$ cat src/rtl/gfsk_demodulation.sv
// gfsk_demodulation: FM discriminator and per-symbol bit slicer for BTLE baseband I/Q.
// Optional macro GFSK_DEMODULATION_INTEGRATE_EN sums the discriminator over each symbol before slicing.
module gfsk_demodulation #(
    parameter int IQ_BIT_WIDTH      = 8,
    parameter int SAMPLE_PER_SYMBOL = 8,
    parameter int DISC_BIT_WIDTH    = 2*IQ_BIT_WIDTH+1
) (
    input  logic                             clk,
    input  logic                             rst,
    input  logic signed [IQ_BIT_WIDTH-1:0]   i_in,
    input  logic signed [IQ_BIT_WIDTH-1:0]   q_in,
    input  logic                             iq_valid,
    input  logic                             iq_valid_last,
    input  logic        [3:0]                phase_sel,
    output logic signed [DISC_BIT_WIDTH-1:0] disc,
    output logic                             disc_valid,
    output logic                             bit_out,
    output logic                             bit_valid,
    output logic                             bit_valid_last
);
    localparam int CW = $clog2(SAMPLE_PER_SYMBOL);
    typedef enum logic {IDLE, RUN} state_t;
    state_t                            state_q, state_d;
    logic signed [IQ_BIT_WIDTH-1:0]    i_prev_q, i_prev_d, q_prev_q, q_prev_d;
    logic        [3:0]                 phase_q, phase_d;
    logic        [CW-1:0]              cnt_q, cnt_d;
    logic signed [DISC_BIT_WIDTH-1:0]  disc_q, disc_d;
    logic                              disc_valid_q, disc_valid_d, disc_last_q, disc_last_d;
    logic                              bit_out_q, bit_out_d, bit_valid_q, bit_valid_d;
    logic                              bit_valid_last_q, bit_valid_last_d;
    logic                              hit;
    // Decision point: the stage-1 sample sits at the packet's latched phase
    assign hit = disc_valid_q && (4'(cnt_q) == phase_q);
`ifdef GFSK_DEMODULATION_INTEGRATE_EN
    localparam int AW = DISC_BIT_WIDTH + CW;
    logic signed [AW-1:0] acc_q, acc_d, dec;
    // Running symbol sum; restarts after each decision and at end of packet
    always_comb begin
        dec   = acc_q + AW'(disc_q);
        acc_d = !disc_valid_q ? acc_q : (hit || disc_last_q) ? '0 : dec;
    end
    // Accumulator register
    always_ff @(posedge clk) acc_q <= rst ? '0 : acc_d;
`else
    logic signed [DISC_BIT_WIDTH-1:0] dec;
    // Decision uses the instantaneous discriminator
    always_comb dec = disc_q;
`endif
    // FSM, stage-1 discriminator, symbol counter and stage-2 slicer
    always_comb begin
        state_d          = state_q;
        phase_d          = phase_q;
        i_prev_d         = i_prev_q;
        q_prev_d         = q_prev_q;
        disc_d           = disc_q;
        if (iq_valid) begin
            state_d  = iq_valid_last ? IDLE : RUN;
            phase_d  = (state_q == IDLE) ? phase_sel : phase_q;
            disc_d   = DISC_BIT_WIDTH'(i_prev_q) * DISC_BIT_WIDTH'(q_in)
                     - DISC_BIT_WIDTH'(q_prev_q) * DISC_BIT_WIDTH'(i_in);
            i_prev_d = iq_valid_last ? '0 : i_in;
            q_prev_d = iq_valid_last ? '0 : q_in;
        end
        disc_valid_d     = iq_valid;
        disc_last_d      = iq_valid && iq_valid_last;
        cnt_d            = !disc_valid_q ? cnt_q
                         : (disc_last_q || cnt_q == CW'(SAMPLE_PER_SYMBOL-1)) ? '0 : cnt_q + 1'b1;
        bit_valid_d      = hit;
        bit_out_d        = hit ? (dec > 0) : bit_out_q;
        bit_valid_last_d = disc_last_q;
    end
    // Pipeline and control registers
    always_ff @(posedge clk) begin
        if (rst) begin
            state_q          <= IDLE;
            phase_q          <= '0;
            i_prev_q         <= '0;
            q_prev_q         <= '0;
            cnt_q            <= '0;
            disc_q           <= '0;
            disc_valid_q     <= 1'b0;
            disc_last_q      <= 1'b0;
            bit_out_q        <= 1'b0;
            bit_valid_q      <= 1'b0;
            bit_valid_last_q <= 1'b0;
        end else begin
            state_q          <= state_d;
            phase_q          <= phase_d;
            i_prev_q         <= i_prev_d;
            q_prev_q         <= q_prev_d;
            cnt_q            <= cnt_d;
            disc_q           <= disc_d;
            disc_valid_q     <= disc_valid_d;
            disc_last_q      <= disc_last_d;
            bit_out_q        <= bit_out_d;
            bit_valid_q      <= bit_valid_d;
            bit_valid_last_q <= bit_valid_last_d;
        end
    end
    assign disc           = disc_q;
    assign disc_valid     = disc_valid_q;
    assign bit_out        = bit_out_q;
    assign bit_valid      = bit_valid_q;
    assign bit_valid_last = bit_valid_last_q;
endmodule

$ cat config.mk
export PLATFORM = sky130hd
export DESIGN_NAME = gfsk_demodulation
export DESIGN_NICKNAME = d
export VERILOG_FILES = /design/src/rtl/gfsk_demodulation.sv
export SDC_FILE = /design/constraint.sdc
export NUM_CORES = 1
export LEC_CHECK = 0
export CAP_MARGIN = 25
export CORE_ASPECT_RATIO = 1.75
export CORE_MARGIN = 2
export CORE_UTILIZATION = 30
export DETAILED_ROUTE_END_ITERATION = 16
export HOLD_SLACK_MARGIN = 0.1
export PLACE_DENSITY_LB_ADDON = 0.2
export RECOVER_POWER = 25
export SLEW_MARGIN = 20
export SYNTH_ARGS = -nofsm -noshare
export SYNTH_HDL_FRONTEND = slang
export SYNTH_SLANG_ARGS = --single-unit
$ cat constraint.sdc
create_clock -name clk -period 8.1 [get_ports clk]
set_input_delay 1.62 -clock clk [delete_from_list [all_inputs] [get_ports clk]]
set_output_delay 1.62 -clock clk [all_outputs]
set_load 0.05 [all_outputs]
==> flow_metrics.tcl, run 1 <==
set metrics [dict create \
    status "finished, violations left" \
    violations "max-capacitance violations, max-slew violations" \
    rr_endpoint "disc[15]$_SDFFE_PP0P_" \
    area_delta_synth_final_pct 12.5 \
    cp_max_fo 9 \
    syn_area_per_cell_sq_um 9.06 \
    tns_ps 0 \
    yosysMostFrequentCell "inv_1" \
    grt_pass1_wl_um 29300 \
    hold_violations 0 \
    post_cts_buffers 0 \
    diodes 0 \
    dp_cells 1117 \
    cts_hold_buf 0 \
    synthFlopType "dfxtp_1" \
    maxCapViolCount 1 \
    die_area_sq_um 25100 \
    tightest_slew_ps 2300 \
    ioPinCount 45 \
    grt.met2_usage_pct 30.9 \
    drive_gt1_share_pct 2.07 \
    finalSetupViolCount 0 \
    busiest_layer "met2" \
    worst_ep_arrival_time_ps 7320 \
    final.setup_skew_ps 11.3 \
    n_fill_cell 2510 \
    wl_per_cell_um 16.2 \
    reg2reg_depth 18 \
    core-area_sq_um 23300 \
    leakage_nw 3.80 \
    drcViolationCount 0 \
    cpMaxStageDelayCell "fa_1" \
    synth.top_cell.area_share_pct 38.1 \
    syn-num-nets 1008 \
    maxSlewViolCount 46 \
    fin_nets 1040 \
    min_from "state_q$_SDFFE_PP0P_" \
    ys_top_cells_by_count "inv_1, fa_1, and2_1, nor2_1, nand2_1" \
    via_per_inst 4.57 \
    yosysSeqAreaShare_pct 12.9 \
    routed_wl_um 18200 \
    async_reset_ff_share_pct 0 \
    root_buffer "clkbuf_16" \
    drtIter0Drc 185 \
    relSlewSlack_pct -53.5 \
    gp_congestion 0.828 \
    synth.area.top_cells "fa_1, dfxtp_1, ha_1, inv_1, and2_1" \
    die_x_um 121 \
    fmax_mhz 139 \
    min_path_type "reg -> reg" \
    grt_max_degree 46 \
    path_clk_slew_ps 70 \
    use_met3_pct 0.795 \
    initial_utilization_pct 30.6 \
    first_pass_iters 5 \
    slowest_delay_ps 610 \
    post-dp-hpwl_um 15200 \
    path_class "in -> reg" \
    synth_edf_count 0 \
    port_buffers 44 \
    use_met1_pct 15.8 \
    vdd_drop_max_v 0.000198 \
    hold_end "state_q$_SDFFE_PP0P_" \
    cp_cell_sequence "clkdlybuf4s50_1, nand2_1, inv_1, fa_1, inv_1, fa_1, inv_1, fa_1, fa_1, inv_1, fa_1, inv_1, fa_1, inv_1, ha_1, o21a_1, o21ai_0, o21ba_2, a31oi_1, xnor2_1, mux2i_1, nor2_1" \
    drtAntennaViolNets 0 \
    globalRouteTotalUtil_pct 15.3 \
    worst_setup_path_end_kind "register" \
    synth_cell_types 44 \
    synth_top_cell_by_area "fa_1" \
    rows 74 \
    insertion_delay_ps 310 \
    die_y_um 208 \
    synth_area_sq_um 7140 \
    worstPathRequired_ps 8210 \
    cts_resized 0 \
    vias 5145 \
    antenna_found_initial 0 \
    h-tree-depth 2 \
    holdPathStages 2 \
    rrSetupSlack_ps 2390 \
    cts-buffers-inserted 5 \
    finalNonFillerCells 1125 \
    ys_warn_count 0 \
    hold_ws_ps 484 \
    post-route-period-util_pct 89.0 \
    clk_path_buf_depth 2 \
    min_period_ps 7210 \
    clock_sinks 46 \
    globalRouteOverflowTotal 0 \
    startpoint_type "input pin" \
    ys_seq_elements 46 \
    cts_tree "done" \
    timing.rr.start "q_prev_q[7]$_SDFFE_PP0P_" \
    syn_inst 788 \
    rsz0062_at_grt "no" \
    power.density_nw_per_um2 292 \
    grt_pass1_vias 5550 \
]
state kept, by name, indices dropped and copies added (netlist names):
register	cells
disc	17
i_prev_q	8
q_prev_q	8
phase_q	4
cnt_q	3
bit_out	1
bit_valid	1
bit_valid_last	1
bit_valid_last_d	1
disc_valid	1
state_q	1
critical path: cells and delay by family:
family          cells  cell delay, ps
compound gates      4             630
buf+inv             7            1090
simple gates        2             250
mux                 1             140
fa+ha+maj           7            3480
xor+xnor            1              90
metrics by stage:
stage	utilization [%]	power, W	setup WS (ps)	area [sq um]
floorplan	-	0.00175	1510	7140
global placement	33.9	0.00217	687	7900
detailed placement	33.9	0.00217	613	7900
CTS	34.5	0.00240	922	8040
global route	34.4	0.00262	577	8040
finish	34.4	0.00235	888	8040
final cells by class:
cell class | count | area (sq um) | share of cell area (%)
clock inverter | 2 | 13.8 | 0.171
multi-input combinational | 540 | 5460 | 67.9
sequential | 46 | 921 | 11.5
tap | 304 | 380 | 4.73
timing repair buffer | 47 | 459 | 5.71
clock buffer | 6 | 129 | 1.60
inverter | 180 | 676 | 8.41
worst max-delay path by stage:
stage	depth (start not counted)	endpoint	startpoint	slack [ps]
final	22	disc[16]$_SDFFE_PP0P_	i_in[0]	890
after global routing	22	disc[16]$_SDFFE_PP0P_	i_in[0]	580
after global placement	22	disc[16]$_SDFFE_PP0P_	i_in[0]	690
after CTS	22	disc[16]$_SDFFE_PP0P_	i_in[0]	920
after floorplan	23	disc[16]$_SDFFE_PP0P_	q_in[2]	1510
after detailed placement	22	disc[16]$_SDFFE_PP0P_	i_in[0]	610
cells by family after synthesis:
family / share of synthesized area [%]
flip-flops: 12.9
adder cells (fa/ha/maj): 48.6
XOR/XNOR: 3.31
multiplexers: 2.71
AND/OR/NAND/NOR: 16.4
AO/OA/AOI/OAI: 5.40
buffers and inverters: 10.7
metal layers:
| metal | vias to the layer above | part of all wire (%) |
|---|---|---|
| li1 | 2425 | - |
| met1 | 2636 | 35 |
| met2 | 60 | 60 |
| met3 | 24 | 1.0 |
| met4 | 0 | 3.7 |
| met5 | - | 0 |
power breakdown:
group	leakage [nW]	switching (W)	total [W]	internal, W
registers	0.377	0.0000315	0.000292	0.000260
logic	3.35	0.00104	0.00184	0.000801
clock network	0.0708	0.000105	0.000220	0.000115
total	3.80	0.00117	0.00235	0.00118
layout by cell type, fill, tap and decap left out, types with 5 or more instances in the layout:
master / Yosys / layout
and2_1: 73 / 73
nand2_1: 64 / 64
nor2b_1: 7 / 7
mux2i_1: 18 / 18
nor2_1: 69 / 69
xnor2_1: 21 / 21
a21oi_1: 29 / 29
nor4_1: 6 / 6
clkbuf_16: 0 / 5
clkdlybuf4s50_1: 0 / 35
inv_1: 179 / 179
ha_1: 60 / 60
dlygate4sd3_1: 0 / 9
nand3_1: 5 / 5
dfxtp_1: 46 / 46
nand2b_1: 7 / 7
a211oi_1: 5 / 5
fa_1: 136 / 136
xor2_1: 6 / 6
No activity file was read; power rests on OpenSTA's default activity.
==> inputs of run 2 (changes only) <==
--- a/config.mk
+++ b/config.mk
@@ -10,7 +10,7 @@
 export CORE_MARGIN = 2
 export CORE_UTILIZATION = 30
 export DETAILED_ROUTE_END_ITERATION = 16
-export HOLD_SLACK_MARGIN = 0.1
+export HOLD_SLACK_MARGIN = 0.08
 export PLACE_DENSITY_LB_ADDON = 0.2
 export RECOVER_POWER = 25
 export SLEW_MARGIN = 20
==> constraint.sdc (replaced) <==
create_clock -name clk -period 8.4 [get_ports clk]
set_input_delay 1.68 -clock clk [delete_from_list [all_inputs] [get_ports clk]]
set_output_delay 1.68 -clock clk [all_outputs]
set_load 0.05 [all_outputs]
==> run 2 against run 1 <==
  * The run still ends with max-capacitance violations, max-slew violations left
  * Die area did not move
  * Largest power group unchanged
  * Via count decreased by 0.86%
  * Sequential power decreased by 4%
  * Critical path type unchanged
  * Non-clock buffer count did not move
==> flow_metrics.tcl, run 2 (synthesized netlist as in run 1, its figures left out) <==
set metrics [dict create \
    cp_max_fo 9 \
    hold_violations 0 \
    post-route-period-util_pct 86.2 \
    initial_utilization_pct 30.6 \
    die_y_um 208 \
    fin_nets 1040 \
    via_per_inst 4.53 \
    n_fill_cell 2510 \
    fmax_mhz 138 \
    area.sequential_sq_um 921 \
    cts_hold_buf 0 \
    diodes 0 \
    final_cell_mix "inv_1, fa_1, and2_1, nor2_1, nand2_1" \
    worst_setup_path_end_kind "register" \
    cts_tree "done" \
    globalRouteTotalUtil_pct 15.2 \
    gp_congestion 0.837 \
    drive_gt1_share_pct 2.07 \
    maxSlewViolCount 46 \
    area_delta_synth_final_pct 12.6 \
    rsz0062_at_grt "no" \
    cts_resized 0 \
    die_x_um 121 \
    port_buffers 44 \
    clk_path_buf_depth 2 \
    power.density_nw_per_um2 282 \
    tns_ps 0 \
    leakage_nw 3.80 \
    worst_ep_arrival_time_ps 7350 \
    drtAntennaViolNets 0 \
    finalSetupViolCount 0 \
    finalPower_w 0.00227 \
    core-area_sq_um 23300 \
    startpoint_type "input pin" \
    h-tree-depth 2 \
    antenna_found_initial 0 \
    ioPinCount 45 \
    status "finished, violations left" \
    rows 74 \
    globalRouteOverflowTotal 0 \
    vias 5101 \
    hold_ws_ps 479 \
    wl_per_cell_um 16.0 \
    cts-buffers-inserted 5 \
    relSlewSlack_pct -51.0 \
    placed_cell_area_sq_um 7900 \
    tightest_slew_ps 2260 \
    final.setup_skew_ps 11.1 \
    min_path_type "reg -> reg" \
    grt_max_degree 46 \
    violations "max-capacitance violations, max-slew violations" \
    grt_pass1_vias 5490 \
    largest_register_ffs 17 \
    grt_pass1_wl_um 29000 \
    path_class "in -> reg" \
    routed_wl_um 18000 \
    layout_commonest_cell "inv_1" \
    insertion_delay_ps 310 \
    die_area_sq_um 25100 \
    post-dp-hpwl_um 15200 \
    drcViolationCount 0 \
    post_cts_buffers 0 \
    multi_input_area_sq_um 5460 \
    worstPathRequired_ps 8510 \
    maxCapViolCount 1 \
    min_period_ps 7240 \
    root_buffer "clkbuf_16" \
    first_pass_iters 5 \
    clock_sinks 46 \
    path_clk_slew_ps 60 \
    drtIter0Drc 151 \
    finalInstanceArea_sq_um 8050 \
    vdd_drop_max_v 0.000194 \
]
run 2: changes by cell type in the layout (fill, tap and decap cells not counted), sizes merged:
cell    previous run  this run
clkinv             2         0
clkbuf             7         8
inv              180       181
run 2: area by class of cell:
cell class	count	share of cell area, %
timing repair buffer	47	5.71
clock inverter	1	0.109
tap	304	4.73
inverter	180	8.40
clock buffer	7	1.77
sequential	46	11.4
multi-input combinational	540	67.8
run 2: worst paths after layout:
kind,startpoint,end,slack (ps),cells past startpoint
max reg2reg,q_prev_q[7]$_SDFFE_PP0P_,disc[15]$_SDFFE_PP0P_,2730,18
min,state_q$_SDFFE_PP0P_,state_q$_SDFFE_PP0P_,480,2
max,i_in[0],disc[16]$_SDFFE_PP0P_,1160,22
min reg2reg,state_q$_SDFFE_PP0P_,state_q$_SDFFE_PP0P_,480,2
run 2: stage by stage:
step | setup slack (ps) | cells | util [%]
final | 1160 | 1125 | 34.5
after global routing | 783 | 1125 | 34.5
after CTS | 1180 | 1125 | 34.5
after detailed placement | 877 | 1117 | 33.9
after global placement | 924 | 1117 | 33.9
after floorplan | 1750 | 788 | -
run 2: power breakdown:
group | leakage [nW] | switching (W) | total, W | internal (W)
clock | 0.0745 | 0.0000999 | 0.000220 | 0.000120
sequential | 0.377 | 0.0000301 | 0.000281 | 0.000251
combinational | 3.35 | 0.000998 | 0.00177 | 0.000772
run 2: per-layer routing:
metal	share of wire [%]	up-vias	GRT usage [%]
met5	0	-	0
met4	2.8	0	5.37
met3	1.2	21	0.740
met2	62	51	31.2
met1	34	2608	15.6
li1	-	2421	-
run 2: critical path: stages:
cell	delay, ps
clkdlybuf4s50_1	590
nand2_1	190
inv_1	100
fa_1	610
inv_1	140
fa_1	610
inv_1	110
fa_1	490
fa_1	520
inv_1	60
fa_1	480
inv_1	50
fa_1	470
inv_1	40
ha_1	310
o21a_1	150
o21ai_0	100
o21ba_2	220
a31oi_1	160
xnor2_1	90
mux2i_1	130
nor2_1	50
==> inputs of run 3 (changes only) <==
--- a/config.mk
+++ b/config.mk
@@ -10,10 +10,11 @@
 export CORE_MARGIN = 2
 export CORE_UTILIZATION = 30
 export DETAILED_ROUTE_END_ITERATION = 16
+export DONT_BUFFER_PORTS = 1
 export HOLD_SLACK_MARGIN = 0.08
 export PLACE_DENSITY_LB_ADDON = 0.2
 export RECOVER_POWER = 25
-export SLEW_MARGIN = 20
+export SLEW_MARGIN = 10
 export SYNTH_ARGS = -nofsm -noshare
 export SYNTH_HDL_FRONTEND = slang
 export SYNTH_SLANG_ARGS = --single-unit
==> constraint.sdc (replaced) <==
create_clock -name clk -period 8.8 [get_ports clk]
set_input_delay 1.76 -clock clk [delete_from_list [all_inputs] [get_ports clk]]
set_output_delay 1.76 -clock clk [all_outputs]
set_load 0.05 [all_outputs]
==> run 3 against run 2 <==
  * The run now ends clean
  * First-iteration DRC count is 6.0% lower
  * Final area is 5.7% lower
  * Count of clock-buffer cells in the layout is 2 lower
  * Die area stayed put
  * Clock power is 10% lower
  * Largest cell class unchanged
==> flow_metrics.tcl, run 3 (synthesized netlist as in run 1, its figures left out) <==
set metrics [dict create \
    rr_endpoint "disc[15]$_SDFFE_PP0P_" \
    use_met3_pct 1.04 \
    finalSetupViolCount 0 \
    die_x_um 121 \
    area_delta_synth_final_pct 6.18 \
    grt_pass1_wl_um 29600 \
    leakage_nw 3.59 \
    globalRouteTotalUtil_pct 15.3 \
    path_clk_slew_ps 80 \
    startpoint_type "input pin" \
    worstPathRequired_ps 9020 \
    maxCapViolCount 0 \
    grt_max_degree 46 \
    tightest_slew_ps 873 \
    hold_ws_ps 491 \
    diodes 0 \
    routed_wl_um 18100 \
    post-dp-hpwl_um 15500 \
    clk_path_buf_depth 2 \
    antenna_found_initial 0 \
    insertion_delay_ps 300 \
    vdd_drop_max_v 0.000164 \
    ioPinCount 45 \
    worst_setup_path_end_kind "register" \
    rows 74 \
    via_per_inst 4.57 \
    holdPathStages 1 \
    tns_ps 0 \
    use_met1_pct 15.7 \
    cp_max_fo 9 \
    final.setup_skew_ps 10.2 \
    root_buffer "clkbuf_16" \
    min_period_ps 6570 \
    h-tree-depth 2 \
    layout_commonest_cell "inv_1" \
    post_cts_buffers 0 \
    port_buffers 0 \
    final_cell_mix "inv_1, fa_1, and2_1, nor2_1, nand2_1" \
    timing.rr.start "q_prev_q[7]$_SDFFE_PP0P_" \
    die_area_sq_um 25100 \
    cts_tree "done" \
    relSlewSlack_pct 41.7 \
    status "complete, no violations" \
    cts_resized 0 \
    grt.met2_usage_pct 31.2 \
    cts-buffers-inserted 5 \
    worst_ep_arrival_time_ps 6790 \
    vias 4926 \
    post-route-period-util_pct 74.7 \
    fmax_mhz 152 \
    hold_end "bit_valid_last$_SDFF_PP0_" \
    maxSlewViolCount 0 \
    initial_utilization_pct 30.6 \
    drtIter0Drc 142 \
    min_from "bit_valid_last_d$_SDFF_PP0_" \
    gp_congestion 0.821 \
    reg2reg_depth 18 \
    rrSetupSlack_ps 3060 \
    min_path_type "reg -> reg" \
    first_pass_iters 4 \
    path_class "in -> reg" \
    drive_gt1_share_pct 2.07 \
    fin_nets 993 \
    clock_sinks 46 \
    grt_pass1_vias 5379 \
    globalRouteOverflowTotal 0 \
    power.density_nw_per_um2 277 \
    drcViolationCount 0 \
    hold_violations 0 \
    finalPower_w 0.00210 \
    cts_hold_buf 0 \
    busiest_layer "met2" \
    drtAntennaViolNets 0 \
    core-area_sq_um 23300 \
    rsz0062_at_grt "no" \
    wl_per_cell_um 16.8 \
    largest_register_ffs 17 \
    die_y_um 208 \
]
run 3: changes by cell type in the layout (fill, tap and decap cells not counted):
cell             delta
dlygate4sd3_1       -9
and2_0              +1
and2_1              -1
clkbuf_1            -2
clkdlybuf4s50_1    -35
buf_4               -2
clkinvlp_4          +2
clkbuf_8            -1
run 3: layer usage:
layer / wire (um) / vias to the layer above / part of all wire, %
met1: 6020 / 2530 / 33
li1: - / 2323 / -
met5: 0 / - / 0
met4: 653 / 0 / 3.6
met3: 327 / 21 / 1.8
met2: 11100 / 52 / 61
run 3: area by class of cell:
class	count	area (sq um)
Fill cell	2485	15700
Multi-Input combinational cell	540	5460
Sequential cell	46	921
Inverter	180	676
Tap cell	304	380
Clock buffer	5	125
Clock inverter	3	23.8
run 3: critical path, cell delays in order:
cell and delay, ps:
nand2_1 70, inv_1 90, fa_1 550, inv_1 240, fa_1 490, fa_1 630
fa_1 450, fa_1 490, inv_1 50, fa_1 470, inv_1 40, ha_1 370
nand3_1 120, o22ai_1 100, a211oi_2 350, a31oi_4 140, mux2i_1 140, a211oi_1 240
run 3: power breakdown:
part	total, W	internal (W)	switching, W
logic	0.00156	0.000700	0.000862
clock network	0.000197	0.000106	0.0000909
registers	0.000344	0.000239	0.000105
run 3: per-stage QoR:
step | std cells | setup WS [ps] | instance area (sq um) | util (%)
final | 1078 | 2230 | 7580 | 32.5
after global routing | 1078 | 1900 | 7580 | 32.5
after CTS | 1078 | 2180 | 7580 | 32.5
after detailed placement | 1070 | 1890 | 7440 | 31.9
after global placement | 1070 | 1890 | 7440 | 31.9
after floorplan | 788 | 2070 | 7140 | -
run 3: worst max path at each step:
stage	startpoint	endpoint	slack, ps
after floorplan	q_in[2]	disc[16]$_SDFFE_PP0P_	2070
after global placement	i_in[0]	disc[16]$_SDFFE_PP0P_	1890
after detailed placement	i_in[0]	disc[16]$_SDFFE_PP0P_	1890
after CTS	i_in[0]	disc[16]$_SDFFE_PP0P_	2180
after global routing	i_in[0]	disc[13]$_SDFFE_PP0P_	1900
final	i_in[0]	disc[15]$_SDFFE_PP0P_	2230
